<file path="src/rtl/mem_access_unit_if.sv">
// Word-wide data-memory bus: mem_access_unit drives it as master, the memory answers as slave.
// Read data is combinational for the presented word address; writes land on the rising edge.
interface mem_access_unit_if #(
    parameter int N = 32
);
    logic [N-1:0] mem_address;
    logic [N-1:0] mem_write_data;
    logic [N-1:0] mem_read_data;
    logic         mem_write;
    logic         mem_read;

    modport master (
        output mem_address,
        output mem_write_data,
        output mem_write,
        output mem_read,
        input  mem_read_data
    );

    modport slave (
        input  mem_address,
        input  mem_write_data,
        input  mem_write,
        input  mem_read,
        output mem_read_data
    );
endinterface

</file>
<file path="src/rtl/mem_access_unit.sv">
// MEM-stage initiator for a big-endian, byte-addressed, word-wide data memory:
// sub-word loads are extended, sub-word stores go through read-modify-write.
//   state    | meaning
//   S_IDLE   | waiting for a request; completion pulses show here
//   S_LD     | memory read, lane extracted and extended into load_data
//   S_ST     | full-word write of the latched data
//   S_RMW_RD | read the target word, merge the byte/half lane
//   S_RMW_WR | write the merged word
//   S_ERR    | rejected request, no memory access
module mem_access_unit #(
    parameter int N         = 32,
    parameter int MEM_BYTES = 1024
) (
    input  logic             i_clk,
    input  logic             i_reset,
    input  logic             i_req_valid,
    input  logic             i_req_store,
    input  logic [1:0]       i_req_size,
    input  logic             i_req_signed,
    input  logic [N-1:0]     i_req_address,
    input  logic [N-1:0]     i_req_data,
    output logic             o_busy,
    output logic [N-1:0]     o_load_data,
    output logic             o_load_valid,
    output logic             o_store_done,
    output logic             o_access_err,
    mem_access_unit_if.master bus
);

    localparam logic [N-1:0] LP_WORD_LIMIT = N'(MEM_BYTES - 4);
    localparam logic [N-1:0] LP_BYTE_LIMIT = N'(MEM_BYTES);

    localparam logic [1:0] SZ_BYTE = 2'b00;
    localparam logic [1:0] SZ_HALF = 2'b01;
    localparam logic [1:0] SZ_WORD = 2'b10;
    localparam logic [1:0] SZ_BAD  = 2'b11;

    typedef enum logic [2:0] {
        S_IDLE,
        S_LD,
        S_ST,
        S_RMW_RD,
        S_RMW_WR,
        S_ERR
    } state_t;

    state_t       r_state;
    state_t       w_next;

    logic [N-1:0] r_word_addr;
    logic [1:0]   r_offset;
    logic [1:0]   r_size;
    logic         r_signed;
    logic [N-1:0] r_data;
    logic [N-1:0] r_merged;
    logic [N-1:0] r_load_data;
    logic         r_load_valid;
    logic         r_store_done;
    logic         r_access_err;

    logic         w_accept;
    logic         w_size_err;
    logic         w_align_err;
    logic         w_range_err;
    logic         w_req_err;
    logic [7:0]   w_lane_byte;
    logic [15:0]  w_lane_half;
    logic [N-1:0] w_load_ext;
    logic [N-1:0] w_merged;
    logic [N-1:0] w_mem_address;
    logic [N-1:0] w_mem_write_data;
    logic         w_mem_read;
    logic         w_mem_write;

    assign w_accept   = (r_state == S_IDLE) && i_req_valid;
    assign w_size_err = (i_req_size == SZ_BAD);
    assign w_align_err = ((i_req_size == SZ_HALF) && i_req_address[0]) ||
                         ((i_req_size == SZ_WORD) && (i_req_address[1:0] != 2'b00));
    assign w_range_err = (i_req_size == SZ_WORD) ? (i_req_address > LP_WORD_LIMIT)
                                                 : (i_req_address >= LP_BYTE_LIMIT);
    assign w_req_err  = w_size_err || w_align_err || w_range_err;

    // Offset 0 is the most significant lane of the word.
    always_comb begin
        w_lane_byte = bus.mem_read_data[7:0];
        case (r_offset)
            2'd0:    w_lane_byte = bus.mem_read_data[31:24];
            2'd1:    w_lane_byte = bus.mem_read_data[23:16];
            2'd2:    w_lane_byte = bus.mem_read_data[15:8];
            default: w_lane_byte = bus.mem_read_data[7:0];
        endcase
        w_lane_half = r_offset[1] ? bus.mem_read_data[15:0] : bus.mem_read_data[31:16];
    end

    always_comb begin
        w_load_ext = bus.mem_read_data;
        case (r_size)
            SZ_BYTE: w_load_ext = {{(N-8){r_signed & w_lane_byte[7]}}, w_lane_byte};
            SZ_HALF: w_load_ext = {{(N-16){r_signed & w_lane_half[15]}}, w_lane_half};
            default: w_load_ext = bus.mem_read_data;
        endcase
    end

    always_comb begin
        w_merged = bus.mem_read_data;
        if (r_size == SZ_BYTE) begin
            case (r_offset)
                2'd0:    w_merged[31:24] = r_data[7:0];
                2'd1:    w_merged[23:16] = r_data[7:0];
                2'd2:    w_merged[15:8]  = r_data[7:0];
                default: w_merged[7:0]   = r_data[7:0];
            endcase
        end else if (r_offset[1]) begin
            w_merged[15:0] = r_data[15:0];
        end else begin
            w_merged[31:16] = r_data[15:0];
        end
    end

    always_ff @(posedge i_clk) begin
        if (i_reset) begin
            r_state <= S_IDLE;
        end else begin
            r_state <= w_next;
        end
    end

    always_comb begin
        w_next           = r_state;
        w_mem_address    = '0;
        w_mem_write_data = '0;
        w_mem_read       = 1'b0;
        w_mem_write      = 1'b0;
        case (r_state)
            S_IDLE: begin
                if (w_accept) begin
                    if (w_req_err) begin
                        w_next = S_ERR;
                    end else if (!i_req_store) begin
                        w_next = S_LD;
                    end else if (i_req_size == SZ_WORD) begin
                        w_next = S_ST;
                    end else begin
                        w_next = S_RMW_RD;
                    end
                end
            end
            S_LD: begin
                w_mem_read    = 1'b1;
                w_mem_address = r_word_addr;
                w_next        = S_IDLE;
            end
            S_ST: begin
                w_mem_write      = 1'b1;
                w_mem_address    = r_word_addr;
                w_mem_write_data = r_data;
                w_next           = S_IDLE;
            end
            S_RMW_RD: begin
                w_mem_read    = 1'b1;
                w_mem_address = r_word_addr;
                w_next        = S_RMW_WR;
            end
            S_RMW_WR: begin
                w_mem_write      = 1'b1;
                w_mem_address    = r_word_addr;
                w_mem_write_data = r_merged;
                w_next           = S_IDLE;
            end
            S_ERR: begin
                w_next = S_IDLE;
            end
            default: begin
                w_next = S_IDLE;
            end
        endcase
    end

    always_ff @(posedge i_clk) begin
        if (i_reset) begin
            r_word_addr  <= '0;
            r_offset     <= '0;
            r_size       <= '0;
            r_signed     <= 1'b0;
            r_data       <= '0;
            r_merged     <= '0;
            r_load_data  <= '0;
            r_load_valid <= 1'b0;
            r_store_done <= 1'b0;
            r_access_err <= 1'b0;
        end else begin
            r_load_valid <= (r_state == S_LD);
            r_store_done <= (r_state == S_ST) || (r_state == S_RMW_WR);
            r_access_err <= (r_state == S_ERR);
            if (w_accept) begin
                r_word_addr <= {i_req_address[N-1:2], 2'b00};
                r_offset    <= i_req_address[1:0];
                r_size      <= i_req_size;
                r_signed    <= i_req_signed;
                r_data      <= i_req_data;
            end
            if (r_state == S_LD) begin
                r_load_data <= w_load_ext;
            end
            if (r_state == S_RMW_RD) begin
                r_merged <= w_merged;
            end
        end
    end

    assign o_busy             = (r_state != S_IDLE);
    assign o_load_data        = r_load_data;
    assign o_load_valid       = r_load_valid;
    assign o_store_done       = r_store_done;
    assign o_access_err       = r_access_err;
    assign bus.mem_address    = w_mem_address;
    assign bus.mem_write_data = w_mem_write_data;
    assign bus.mem_read       = w_mem_read;
    assign bus.mem_write      = w_mem_write;

endmodule

</file>
<file path="src/flat_wrapper.sv">
// flat-port wrapper written by rule: the top's interface ports become plain ports
module mem_access_unit_flat 
#(
    parameter int N         = 32,
    parameter int MEM_BYTES = 1024
)
  (i_clk, i_reset, i_req_valid, i_req_store, i_req_size, i_req_signed, i_req_address, i_req_data, o_busy, o_load_data, o_load_valid, o_store_done, o_access_err, bus_mem_address, bus_mem_write_data, bus_mem_write, bus_mem_read, bus_mem_read_data);
  mem_access_unit_if #(.N(N)) bus_i ();
  input  logic i_clk;
  input  logic i_reset;
  input  logic i_req_valid;
  input  logic i_req_store;
  input  logic [1:0] i_req_size;
  input  logic i_req_signed;
  input  logic [N-1:0] i_req_address;
  input  logic [N-1:0] i_req_data;
  output logic o_busy;
  output logic [N-1:0] o_load_data;
  output logic o_load_valid;
  output logic o_store_done;
  output logic o_access_err;
  output wire logic [$bits(bus_i.mem_address)-1:0] bus_mem_address;
  output wire logic [$bits(bus_i.mem_write_data)-1:0] bus_mem_write_data;
  output wire logic [$bits(bus_i.mem_write)-1:0] bus_mem_write;
  output wire logic [$bits(bus_i.mem_read)-1:0] bus_mem_read;
  input wire logic [$bits(bus_i.mem_read_data)-1:0] bus_mem_read_data;
  assign bus_mem_address = bus_i.mem_address;
  assign bus_mem_write_data = bus_i.mem_write_data;
  assign bus_mem_write = bus_i.mem_write;
  assign bus_mem_read = bus_i.mem_read;
  assign bus_i.mem_read_data = bus_mem_read_data;
  mem_access_unit #(.N(N), .MEM_BYTES(MEM_BYTES)) u_core (.i_clk(i_clk), .i_reset(i_reset), .i_req_valid(i_req_valid), .i_req_store(i_req_store), .i_req_size(i_req_size), .i_req_signed(i_req_signed), .i_req_address(i_req_address), .i_req_data(i_req_data), .o_busy(o_busy), .o_load_data(o_load_data), .o_load_valid(o_load_valid), .o_store_done(o_store_done), .o_access_err(o_access_err), .bus(bus_i));
endmodule
</file>
<file path="config.mk">
export PLATFORM = sky130hd
export DESIGN_NAME = mem_access_unit_flat
export DESIGN_NICKNAME = d
export VERILOG_FILES = /design/src/rtl/mem_access_unit_if.sv /design/src/rtl/mem_access_unit.sv /design/src/flat_wrapper.sv
export SDC_FILE = /design/constraint.sdc
export NUM_CORES = 1
export LEC_CHECK = 0
export CORE_MARGIN = 5
export CORE_UTILIZATION = 41
export CTS_BUF_LIST = sky130_fd_sc_hd__clkbuf_2 sky130_fd_sc_hd__clkbuf_4 sky130_fd_sc_hd__clkbuf_8
export DETAILED_ROUTE_END_ITERATION = 10
export PLACE_DENSITY = 0.81
export SLEW_MARGIN = 20
export SYNTH_ARGS = -nofsm -noshare
export SYNTH_HDL_FRONTEND = slang
export SYNTH_SLANG_ARGS = --single-unit
</file>
<file path="constraint.sdc">
create_clock -name i_clk -period 1.6 [get_ports i_clk]
set_input_delay 0.32 -clock i_clk [delete_from_list [all_inputs] [get_ports i_clk]]
set_output_delay 0.32 -clock i_clk [all_outputs]
set_load 0.05 [all_outputs]
</file>
==> flow_metrics.tcl, run 1 <==
set metrics [dict create \
    number_of_buffers_and_inverters_on_the_critical_path 4 \
    detailed_place_hpwl_mm 16.95 \
    status "complete, but fails checks" \
    grt_antenna_before_repair 0 \
    placeable_core_area_um2 15310 \
    total_via_count_after_detailed_routing 7459 \
    worst_path_largest_cell_delay_ns 0.37 \
    areaGrowthSynthToFinish_pct 80.98 \
    critical_path_launch_point_type "flop" \
    grt_pass1_vias 6732 \
    synthesis.instances 794 \
    post_layout_min_period_ns 2.160 \
    post_synth_num_cell_types 48 \
    synth-edff-count 0 \
    synth_compound_area_frac 0.2436 \
    timing.final.crit_share 1.350 \
    post_cts_hold_fix_bufs 0 \
    timing.hold.ws_ns 0.4030 \
    placementRows 45 \
    slew_headroom 0.4852 \
    critPathArrivalTime_ns 1.84 \
    groute.usage.overall 0.2490 \
    crit_required_ns 1.28 \
    cts.root.buffer_cell "clkbuf_8" \
    design.die.area_um2 18330 \
    syn_area_um2 6446 \
    post_synth.cell_area_avg_um2 8.119 \
    timing.rr.start "u_core.r_state[0]" \
    remaining_drc_errors 0 \
    insertion_delay_ns 0.47 \
    finalWorstSetupSlack_ns -0.5599 \
    setup.worst_path.class "flop to output pin" \
    finish.net_count 1148 \
    setup_slack_on_the_worst_flop_to_flop_path_ns -0.29 \
    clock_tree.htree_level_count 4 \
    finalSetupViolations 101 \
    synth_seq_cells 137 \
    worstPathMaxFanout 9 \
    dieHeight_um 135.4 \
    final_cells 1269 \
    grt_pass1_wl_mm 35.82 \
    postSynth.topFlopCell "dfxtp_1" \
    finalWeightedCongestion 0.9396 \
    timing.critical_path.slowest_stage_cell "dfxtp_4" \
    r2r_end "u_core.o_load_data[22]" \
    tritoncts_clock_tree "built" \
    synthTopCellsByArea "dfxtp_1, nand2_1, a21oi_1" \
    wirelength_mm 27.93 \
    asyncSetResetFlopFracSynth 0 \
    synth_most_common_cell "nand2_1" \
    nFillCells 927 \
    clkSlewWorstSetupHoldPaths_ns 0.09 \
    largest_net_degree_at_the_start_of_global_routing 55 \
    total_leakage_power_nw 4.576 \
    synthDominantCellAreaShare 0.4255 \
    numPortBuffers 202 \
    min_from "i_req_data[13]" \
    grt_setup_unrepaired "yes" \
    timing.setup.tns_ns -33.99 \
    antenna_left 0 \
    report.final.slew_viol_count 0 \
    maxClockFrequency_mhz 463.0 \
    synth_warnings 0 \
    yosys.area_share.simple 0.2269 \
    layout.core_utilization 0.7618 \
    worst_r2r_path_depth 10 \
    gr-total-overflow 0 \
    synthTopCellsByCount "nand2_1, dfxtp_1, nor2_1" \
    largest_family_of_logic_cells_by_synthesized_area "compound AO/OA/AOI/OAI gates" \
    synth_top_area_cell "dfxtp_1" \
    finalHoldViolations 0 \
    failed_checks "setup timing" \
    clock-sinks 137 \
    drt-wirelength-per-cell_um 22.01 \
    number_of_cts_inserted_buffers 17 \
    synth_sequential_area_ratio 0.4255 \
    worst-slew-pin-transition_ns 0.7721 \
    power-per-cell-area_nw_per_um2 818.2 \
    drive_gt1_frac 0.3941 \
    number_of_vias_per_cell 5.878 \
    placed_cells 1207 \
    power.ir.vdd_worst_uv 712.7 \
    horizontal_extent_of_the_die_um 135.4 \
    drt-initial-drc-count 862 \
    max-clock-path-buffers 2 \
    hold-path-endpoint "u_core.r_data[13]" \
    floorplan.initialDensity 0.4209 \
    insertedDiodeCount 0 \
    timing.hold.worst.class "input pin to flop" \
    min_path_cells 3 \
    critical_path.endpoint_type "output pin" \
    io_count 205 \
    synth_xor_xnor_area_share 0 \
    fin_skew_ns 0.01720 \
    maxCapViolCount 0 \
    synth_fa_ha_area_frac 0 \
    drt_pass1_iterations 6 \
    worst_path_dominant_cell_family "buffers and inverters" \
    crit_chain "buf_6 > nor3b_4 > buf_6 > buf_12 > a22o_1 > buf_12" \
    synth_mux_area_frac 0.03882 \
]
-- metrics by stage --
step / total power [W] / setup slack, ns / cell area (um2)
after floorplan: 0.004792 / -0.1116 / 6526
after global placement: 0.005744 / -0.1710 / 9971
after detailed placement: 0.005779 / -0.2416 / 9971
after CTS: 0.009188 / -0.5063 / 10560
after global routing: 0.009858 / -0.5976 / 11670
final: 0.009546 / -0.5599 / 11670
-- worst reg2reg max path, delay by kind of cell, from the launching register on --
| kind | cells | cell delay (ns) |
|---|---|---|
| AO/OA/AOI/OAI | 1 | 0.13 |
| buffers and inverters | 6 | 0.81 |
| flip-flops | 1 | 0.36 |
| AND/OR/NAND/NOR | 3 | 0.51 |
-- worst max-delay path by stage --
stage,startpoint,endpoint,slack [ns],cells past startpoint
final,u_core.r_state[1],bus_mem_write_data[7],-0.56,6
after detailed placement,bus_mem_read_data[15],u_core.o_load_data[12],-0.24,5
after global placement,bus_mem_read_data[15],u_core.o_load_data[12],-0.17,5
after floorplan,u_core.r_state[1],bus_mem_write_data[0],-0.11,4
after global routing,u_core.r_state[1],bus_mem_write_data[7],-0.60,6
after CTS,u_core.r_state[0],bus_mem_write_data[7],-0.51,6
-- cell type report --
| cell class | count | area [um2] | area share |
|---|---|---|---|
| Sequential cell | 137 | 2754 | 0.2361 |
| Multi-Input combinational cell | 576 | 4123 | 0.3534 |
| Clock buffer | 18 | 247.7 | 0.02124 |
| Clock inverter | 14 | 227.7 | 0.01952 |
| Timing Repair Buffer | 303 | 4013 | 0.3440 |
| Inverter | 10 | 37.54 | 0.003218 |
| Tap cell | 211 | 264.0 | 0.02263 |
-- state kept, by name, summed over array words and instances, names as in the netlist --
name / count
u_core.o_access_err: 1
u_core.o_load_data: 32
u_core.o_load_valid: 1
u_core.o_store_done: 1
u_core.r_data: 32
u_core.r_merged: 32
u_core.r_offset: 2
u_core.r_signed: 1
u_core.r_size: 2
u_core.r_state: 3
u_core.r_word_addr: 30
-- report_power, final --
part,total [W],internal [W],leakage (nW),switching [W]
Clock,0.00343,0.00193,0.236,0.00150
Sequential,0.00376,0.00358,1.12,0.000184
Combinational,0.00236,0.00108,3.22,0.00128
-- cells in the final DEF, fill, tap and decap left out, drive strengths merged, types with 2 or more instances in the layout --
cell type and count:
clkbuf 25, a211oi 49, a22o 39, o21bai 8, nand2 160, a2111oi 8, or2 3, and2 32
o21ai 9, clkdlybuf4s50 101, nor4 5, buf 195, bufinv 5, nand2b 10, nor3 4, inv 17
mux2i 25, a221oi 8, conb 2, dfxtp 137, o22ai 3, a22oi 7, nor2b 6, nor3b 11
a21oi 88, nor2 89
-- repair_timing --
action,CTS,global route
endpoints found under the setup margin,121,120
setup buffers,4,19
cloned,1,9
pin swaps,6,57
gates resized for setup,21,172
-- cell families after synthesis --
family	after synthesis
other	1
flip-flops	137
AND/OR/NAND/NOR	326
AO/OA/AOI/OAI	223
buffers and inverters	82
multiplexers	25
-- routing by layer --
layer  share of wire  GRT usage
met2            0.48     0.4154
met4           0.056     0.1069
met5               0          0
met3            0.10    0.07652
met1            0.36     0.2964
Power figures use the tool's default switching activity.
==> run 2: changes to the inputs <==
CORE_UTILIZATION = 43   (was 41)
GPL_ROUTABILITY_DRIVEN = 0   (was not set)
PLACE_DENSITY = 0.84   (was 0.81)
==> run 2 against run 1 <==
Total power is 5.9% lower. Via count is 1.5% lower. Largest power group unchanged. The flow finishes with violations (DRC, setup timing). Critical path depth stayed put. Clock skew is 0.0037 ns lower. Critical endpoint is now bus_mem_write_data[0]. Wire length is 0.37% lower. Critical path type unchanged. Core utilization is 2.2 points higher. Clock-buffer cell count is 7 higher. Worst setup slack better by 0.027 ns.
==> flow_metrics.tcl, run 2 (synthesis gave the netlist of run 1 again) <==
set metrics [dict create \
    hold-path-endpoint "u_core.r_data[6]" \
    detailed_place_hpwl_mm 16.48 \
    maxCapViolCount 0 \
    layout.cells.most_common "nand2_1" \
    remaining_drc_errors 2 \
    grt_pass1_wl_mm 37.38 \
    maxClockFrequency_mhz 468.9 \
    total_via_count_after_detailed_routing 7350 \
    status "complete, but fails checks" \
    design.die.area_um2 17540 \
    clock-sinks 137 \
    drt_pass1_iterations 10 \
    placeable_core_area_um2 14640 \
    drt-initial-drc-count 747 \
    detailed_place.area_um2 9842 \
    grt_setup_unrepaired "yes" \
    max-clock-path-buffers 2 \
    finalWorstSetupSlack_ns -0.5325 \
    worst-slew-pin-transition_ns 0.6908 \
    timing.final.crit_share 1.333 \
    gr-total-overflow 0 \
    power-per-cell-area_nw_per_um2 782.6 \
    finish.net_count 1131 \
    power_frac_clock 0.318 \
    setup.worst_path.class "flop to output pin" \
    total_leakage_power_nw 4.481 \
    number_of_vias_per_cell 6.000 \
    timing.rr.start "u_core.r_state[0]" \
    grt_antenna_before_repair 0 \
    critical-path-top-cell-by-count "buf_12" \
    failed_checks "DRC, setup timing" \
    finalSetupViolations 137 \
    timing.critical_path.slowest_stage_cell "dfxtp_4" \
    antenna_left 0 \
    finalHoldViolations 0 \
    wirelength_mm 27.82 \
    insertion_delay_ns 0.46 \
    power.ir.vdd_worst_uv 654.5 \
    drive_gt1_frac 0.3919 \
    crit_required_ns 1.28 \
    number_of_cts_inserted_buffers 17 \
    critical_path.endpoint_type "output pin" \
    critical_path_launch_point_type "flop" \
    post_cts_hold_fix_bufs 0 \
    power.combinational.fraction 0.264 \
    placed_cells 1164 \
    cts.root.buffer_cell "clkbuf_8" \
    sequentialPowerShare 0.417 \
    timing.hold.worst.class "input pin to flop" \
    numPortBuffers 202 \
    fin_skew_ns 0.01346 \
    critPathArrivalTime_ns 1.81 \
    horizontal_extent_of_the_die_um 132.4 \
    report.final.slew_viol_count 0 \
    clkSlewWorstSetupHoldPaths_ns 0.08 \
    grt_pass1_vias 6993 \
    drt-wirelength-per-cell_um 22.71 \
    r2r_end "u_core.r_size[0]" \
    power.internal_w 0.006157 \
    final_cells 1225 \
    finish.instance_area_um2 11480 \
    power.net_switching_w 0.002825 \
    groute.usage.overall 0.2694 \
    worstPathMaxFanout 9 \
    crit_chain "buf_12 > nor3b_4 > buf_6 > buf_12 > a22o_2 > buf_12" \
    power.switching_fraction 0.3146 \
    worst_r2r_path_depth 8 \
    areaGrowthSynthToFinish_pct 78.05 \
    post_layout_min_period_ns 2.133 \
    mostFrequentLayoutCells "nand2_1, dfxtp_1, buf_12" \
    dieHeight_um 132.4 \
    clock_tree.htree_level_count 4 \
    io_count 205 \
    min_path_cells 2 \
    tritoncts_clock_tree "built" \
    setup_slack_on_the_worst_flop_to_flop_path_ns -0.19 \
    largest_net_degree_at_the_start_of_global_routing 45 \
    slew_headroom 0.5395 \
    min_from "i_reset" \
    placementRows 44 \
    floorplan.initialDensity 0.4402 \
    worst_path_largest_cell_delay_ns 0.36 \
    insertedDiodeCount 0 \
]
## run 2: cell types whose count changed in the layout (fill, tap and decap cells not counted), moves of 7 or more
| cell | previous run | this run |
|---|---|---|
| a211oi_2 | 36 | 21 |
| and2_4 | 0 | 31 |
| a211oi_1 | 12 | 28 |
| nand2_2 | 1 | 13 |
| a21oi_2 | 3 | 43 |
| buf_4 | 71 | 54 |
| nor2_4 | 27 | 5 |
| and2_2 | 32 | 1 |
| buf_6 | 21 | 14 |
| nand2_1 | 158 | 141 |
| a21oi_1 | 81 | 45 |
| nor2_2 | 12 | 1 |
| inv_6 | 7 | 0 |
| nor2_1 | 50 | 83 |
## run 2: worst max path at each step
stage / startpoint / end / slack, ns
2_1_floorplan: u_core.r_state[1] / bus_mem_write_data[0] / -0.11
3_3_place_gp: bus_mem_read_data[15] / u_core.o_load_data[18] / -0.22
3_5_place_dp: bus_mem_read_data[15] / u_core.o_load_data[20] / -0.31
4_1_cts: u_core.r_state[0] / bus_mem_write_data[7] / -0.53
5_1_grt: u_core.r_state[1] / bus_mem_write_data[0] / -0.59
6_report: u_core.r_state[0] / bus_mem_write_data[0] / -0.53
## run 2: layer usage
metal  global-route usage  wire length [um]  up-vias
li1                     -                 -     3238
met1               0.2980              9763     3503
met2               0.4651             13770      469
met3              0.09036              2731      140
met4               0.1293              1559        0
met5                    0                 0        -
## run 2: timing repair
action / CTS / global route
gates resized for setup: 48 / 154
hold endpoints to repair: 0 / 0
pin swaps: 14 / 31
gates cloned: 4 / 12
endpoints found under the setup margin: 83 / 135
setup buffers: 10 / 5
## run 2: critical path, delay by kind of cell (launching register included)
| family | cells | cell delay [ns] |
|---|---|---|
| buffers and inverters | 4 | 0.56 |
| flip-flops | 1 | 0.36 |
| AO/OA/AOI/OAI | 1 | 0.19 |
| AND/OR/NAND/NOR | 1 | 0.23 |
## run 2: cell type report
type                       count  area, um2
multi-input combinational    576       4069
timing repair buffer         286       3991
fill                         853       3167
sequential                   137       2759
clock buffer                  25      325.3
tap                          184      230.2
clock inverter                 7      65.06
inverter                      10      37.54
## run 2: stage by stage
stage	TNS (ns)	total power (W)	worst slack, ns	hold WS, ns	util
after floorplan	-3.347	0.004792	-0.1116	0.4209	-
after global placement	-5.892	0.005717	-0.2218	0.4376	0.6721
after detailed placement	-9.047	0.005756	-0.3145	0.4428	0.6721
after CTS	-31.45	0.008603	-0.5327	0.3157	0.7288
after global routing	-49.08	0.009248	-0.5893	0.4104	0.7837
final	-40.88	0.008982	-0.5325	0.3935	0.7837
## run 2: power groups by stage
stage	logic (W)	clock network [W]	registers, W
after floorplan	0.000863	0	0.00393
final	0.00237	0.00286	0.00375
after CTS	0.00203	0.00285	0.00372
after global routing	0.00248	0.00301	0.00376
after detailed placement	0.00196	0	0.00379
after global placement	0.00193	0	0.00379
